[src/rtl/pattern_pkg.sv]
`default_nettype none
// ============================================================================
// pattern_pkg : shared pattern constants, FSM state type and wrap rule
// Rev 1.0
// ============================================================================
package pattern_pkg;

    localparam logic [31:0] PATTERN_SEED = 32'h0001_0203;
    localparam logic [31:0] PATTERN_STEP = 32'h0404_0404;
    localparam logic [31:0] PATTERN_LAST = 32'hFCFD_FEFF;

    typedef enum logic [1:0] {
        IDLE = 2'd0,
        REQ  = 2'd1,
        DATA = 2'd2,
        DONE = 2'd3
    } state_t;

    // Byte lanes never carry into each other; the last word wraps to the seed.
    function automatic logic [31:0] pattern_next(input logic [31:0] cur);
        return (cur == PATTERN_LAST) ? PATTERN_SEED : cur + PATTERN_STEP;
    endfunction

endpackage
`default_nettype wire

[src/rtl/pattern_gen.sv]
`default_nettype none
// ============================================================================
// pattern_gen : registered expected-word generator (load to seed, advance)
// Rev 1.0
// ============================================================================
module pattern_gen
    import pattern_pkg::*;
(
    input  logic        clk,
    input  logic        reset,
    input  logic        load,
    input  logic        advance,
    output logic [31:0] value
);

    logic [31:0] value_q;

    always_ff @(posedge clk or posedge reset) begin
        if (reset) begin
            value_q <= PATTERN_SEED;
        end else if (load) begin
            value_q <= PATTERN_SEED;
        end else if (advance) begin
            value_q <= pattern_next(value_q);
        end
    end

    assign value = value_q;

endmodule
`default_nettype wire

[config.mk]
export PLATFORM = sky130hd
export DESIGN_NAME = pattern_gen
export DESIGN_NICKNAME = d
export VERILOG_FILES = /design/src/rtl/pattern_pkg.sv /design/src/rtl/pattern_gen.sv
export SDC_FILE = /design/constraint.sdc
export NUM_CORES = 1
export LEC_CHECK = 0
export BUFFER_PORTS_ARGS = -buffer_cell sky130_fd_sc_hd__buf_4
export CAP_MARGIN = 10
export CORE_MARGIN = 4
export CORE_UTILIZATION = 45
export CTS_CLUSTER_SIZE = 10
export DETAILED_ROUTE_END_ITERATION = 10
export PLACE_DENSITY = 0.79
export RECOVER_POWER = 50
export SYNTH_ARGS = -nofsm -noshare
export SYNTH_HDL_FRONTEND = slang
export SYNTH_SLANG_ARGS = --single-unit
[constraint.sdc]
create_clock -name clk -period 1.9 [get_ports clk]
set_clock_uncertainty 0.15 [all_clocks]
set_input_delay 0 -clock clk [delete_from_list [all_inputs] [get_ports clk]]
set_output_delay 0 -clock clk [all_outputs]
set_load 0.02 [all_outputs]
# Yosys cells after proc, flatten, opt, wreduce, memory -nomap -nowiden
# Index checks and enable logic that the tools add are counted.
[classes]
reduce_logical = 1
n_eq_ne = 1
addsub = 1
n_mux = 3
[op_table]
columns = ["op", "n"]
rows = [
  ["32-bit 2-to-1 mux", 3],
  ["32-bit by 27-bit adder with 32-bit output, second input constant", 1],
  ["32-bit equality test, second input constant", 1],
  ["2-bit nonzero test", 1],
]
[word_totals]
reg_bits = 32
wordCells = 7
inputBits = 4

# Longest topological paths before layout
[depth]
word_depth = 4
depth_mapped = 8
depth_no_buf = 6

# Worst setup path after synthesis
# No wires, ideal clock.
[synth_path]
path_type = "register -> register"
startpoint = "register value_q[2], in the netlist value[2]"
endpoint = "register value_q[30], in the netlist value[30]"
stages_incl_launch_ff = 7
path_slack_ps = 6
t_arrival_ps = 1671
setup_ps = 73
cell_sequence = "dfrtp_1 ha_1 nand4_1 o21ai_4 a31oi_1 or3_1 a21oi_2"
[synth_via]
elab_chain_cells = 4
[synth_rtl]
columns = ["element", "line_no", "text"]
rows = [
  ["from (decl)", "pattern_gen.sv:16", "logic [31:0] value_q;"],
  ["from (signal assigned)", "pattern_gen.sv:24", "value_q <= pattern_next(value_q);"],
  ["32-bit by 27-bit adder with 32-bit output / 32-bit equality test (equally long branches)", "pattern_pkg.sv:21", "return (cur == PATTERN_LAST) ? PATTERN_SEED : cur + PATTERN_STEP;"],
  ["32-bit 2-to-1 mux *", "pattern_pkg.sv:21", ""],
  ["32-bit 2-to-1 mux *", "pattern_gen.sv:23", "end else if (advance) begin"],
  ["32-bit 2-to-1 mux *", "pattern_gen.sv:21", "end else if (load) begin"],
]
# Mark *: on every way between the ends. The rest lies on a longest branch, timed or not. The select of a mux whose other input is x is not followed.
# A chain may end at the register's enable or synchronous reset.

# Worst setup path after layout
[layout_path]
startpoint = "register value_q[9], in the netlist value[9]"
endpoint = "register value_q[30], in the netlist value[30]"
# Same word-level chain as after synthesis.

==> flow_metrics.py <==
metrics = {
    "detailed_routing": {
        "drc": 0,
        "drt_pass1_iterations": 4,
        "wl_per_cell_um": 14.9,
        "avgViaCountPerCell": 5.47,
        "final_antenna_net_count": 0,
        "wirelength_um": 4400,
        "drtIter0Drc": 75,
        "via_count": 1619,
    },
    "global_route": {
        "grt_pass1_vias": 1534,
        "grt_pass1_wl_um": 7350,
        "grt_use_total_pct": 18.4,
        "antenna_found_initial": 0,
        "gr-total-overflow": 0,
        "grt_max_degree": 32,
    },
    "final_layout": {
        "largest_register_ffs": 31,
        "final_cell_mix": "49 x buf_4, 25 x nor2_1, 24 x dfrtp_1",
        "post-route-cell-area_mm2": 0.00236,
        "final_common_cell": "buf_4",
        "antenna_cells": 0,
        "drive_gt1_share_pct": 33.5,
        "syn_to_final_growth_pct": 32.3,
        "nets": 252,
    },
    "floorplan": {
        "initial_utilization_pct": 47.8,
        "std_cell_rows": 22,
        "core_area_mm2": 0.00374,
        "io_pins": 36,
        "fp.dieArea_mm2": 0.00505,
        "dieHeight_um": 71.0,
        "die-width_um": 71.0,
    },
    "critical_path": {
        "critPathMaxStageDelay_ns": 0.58,
        "path_delay_family": "flip-flops",
        "cp-start-kind": "register",
        "cp_slowest_cell": "dfstp_2",
        "worst-r2r-setup-slack_ns": 0.06,
        "crit_chain": "nand4_1 -> o21ai_4 -> a31oi_1 -> or3_1 -> a21oi_2",
        "worstSetupStartpoint": "value[9]",
        "reg2reg_depth": 5,
        "reg2reg_to": "value[30]",
        "worstPathArrival_ns": 1.90,
        "path_buf_inv": 0,
        "worstPathRequired_ns": 1.96,
        "worstSetupPathType": "reg2reg",
        "rr_startpoint": "value[9]",
        "endpoint_kind": "register",
        "cp_max_fo": 5,
    },
    "run_status": {
        "status": "finished clean",
    },
    "timing": {
        "finalSetupViolations": 0,
        "maxSlewViolCount": 0,
        "period_share_pct": 96.6,
        "max_slew_margin_pct": 48.0,
        "min_period_ns": 1.84,
        "timing_hold_violations_final": 0,
        "grt_setup_unrepaired": "yes",
        "fmax_mhz": 545,
        "hold_ws_ns": 0.343,
        "worst_slew_pin_slew_ns": 0.780,
    },
    "power_and_ir_drop": {
        "total_power_uw": 1540,
        "ir_worst_vdd_uv": 481,
        "p_leak_uw": 0.00102,
        "powerDensity_mw_per_mm2": 649,
    },
    "yosys": {
        "yosysUniqueCellTypes": 44,
        "synth_area_leader_cell": "dfrtp_1",
        "synth_area_mm2": 0.00179,
        "seq_area_frac_synth_pct": 43.6,
        "async_reset_ff_share_pct": 100,
        "syn_nets": 192,
        "synth_edf_count": 0,
        "netlist_instances": 187,
        "synth.avg_cell_area_um2": 9.56,
        "ys_warn_count": 0,
        "synth.area.top_cells": "dfrtp_1 39%, xor2_1 5.9%, nor2_1 5.2%",
        "synth-seq-cells": 31,
        "synth_top_area_share_pct": 39.2,
        "synth_ff_type": "dfrtp_1",
    },
    "run": {
        "drv_cap": 0,
    },
    "placement": {
        "hpwlAfterDp_um": 3160,
        "port_buffers": 35,
        "place.gp.congestion": 0.851,
        "placed_cell_area_mm2": 0.00217,
    },
    "clock_tree": {
        "cts_tree": "yes",
        "clock-sinks": 31,
        "clock_path_buffers": 2,
        "cts_root_buffer": "clkbuf_8",
        "cts_made_buffers": 5,
        "clkLatencyLatePin_ns": 0.28,
        "clk_pin_slew_ns": 0.06,
        "htreeDepth": 2,
    },
    "min_path": {
        "hold_path.class": "in2async",
    },
}
==> cell usage after synthesis (2+ instances only) <==
| master | instances |
|---|---|
| nand2b_1 | 5 |
| dfstp_2 | 3 |
| nor3b_1 | 2 |
| or3_1 | 5 |
| a21oi_1 | 9 |
| xor2_1 | 12 |
| nand2_1 | 11 |
| buf_8 | 2 |
| nand3b_1 | 2 |
| nor3_1 | 6 |
| nand4_1 | 11 |
| dfrtp_1 | 28 |
| and4_1 | 3 |
| nor2b_1 | 2 |
| a31oi_1 | 3 |
| xnor2_1 | 9 |
| nor2_1 | 25 |
| buf_6 | 2 |
| inv_1 | 2 |
| nand3_1 | 11 |
| and3_1 | 3 |
| o21ai_0 | 8 |
| buf_4 | 2 |
==> cell type report <==
| type | instances | area [µm²] |
|---|---|---|
| clock buffers | 8 | 100 |
| fillers | 316 | 1380 |
| inverters | 2 | 7.51 |
| multi-input cells | 146 | 961 |
| flip-flops and latches | 31 | 785 |
| well taps | 48 | 60.1 |
| repair buffers | 61 | 452 |
==> through the flow <==
step	setup WS [ns]	instances	utilization (%)	setup TNS, ns
after floorplan	0.00602	187	-	0
after global placement	0.0349	280	58.0	0
after detailed placement	-0.0539	280	58.0	-1.18
after CTS	0.0104	291	61.6	0
after global routing	-0.0223	296	63.2	-0.0601
final	0.0639	296	63.2	0
==> repair_timing <==
item,4_1_cts,5_1_grt
buffers inserted,0,5
gates cloned,0,0
resized for setup,1,11
endpoints found under the setup margin,26,26
hold buffers,3,0
pin swaps,0,5
hold endpoints to repair,36,0
==> power by group <==
group          switching [µW]  internal [µW]
clock network             240            330
registers                17.5            680
logic                     149            119
==> cell families after synthesis <==
group | share of synthesized area, %
buffers and inverters | 4.69
flip-flops | 43.6
AO/OA/AOI/OAI | 11.3
AND/OR/NAND/NOR | 29.4
adder cells (fa/ha/maj) | 0.700
XOR/XNOR | 10.3
==> metal layers <==
layer  global-route usage [%]  up-vias  share of wire [%]
li1                         -      785                  -
met1                     25.2      778                 43
met2                     27.7       51                 48
met3                     5.40        5                7.5
met4                     6.47        0                1.1
met5                        0        -                  0
==> tightest hold or removal path: cells and delay by family <==
family,cells,cell delay [ns]
buffers and inverters,4,1.29
==> worst max-delay path by stage <==
stage,to,slack [ns],cells past startpoint
after global routing,value[30],-0.02,5
after floorplan,value[30],0.006,6
final,value[30],0.06,5
after detailed placement,value[14],-0.05,6
after global placement,value[0],0.03,6
after CTS,value[30],0.01,6
Note: power is estimated with default switching activity, not from simulation.
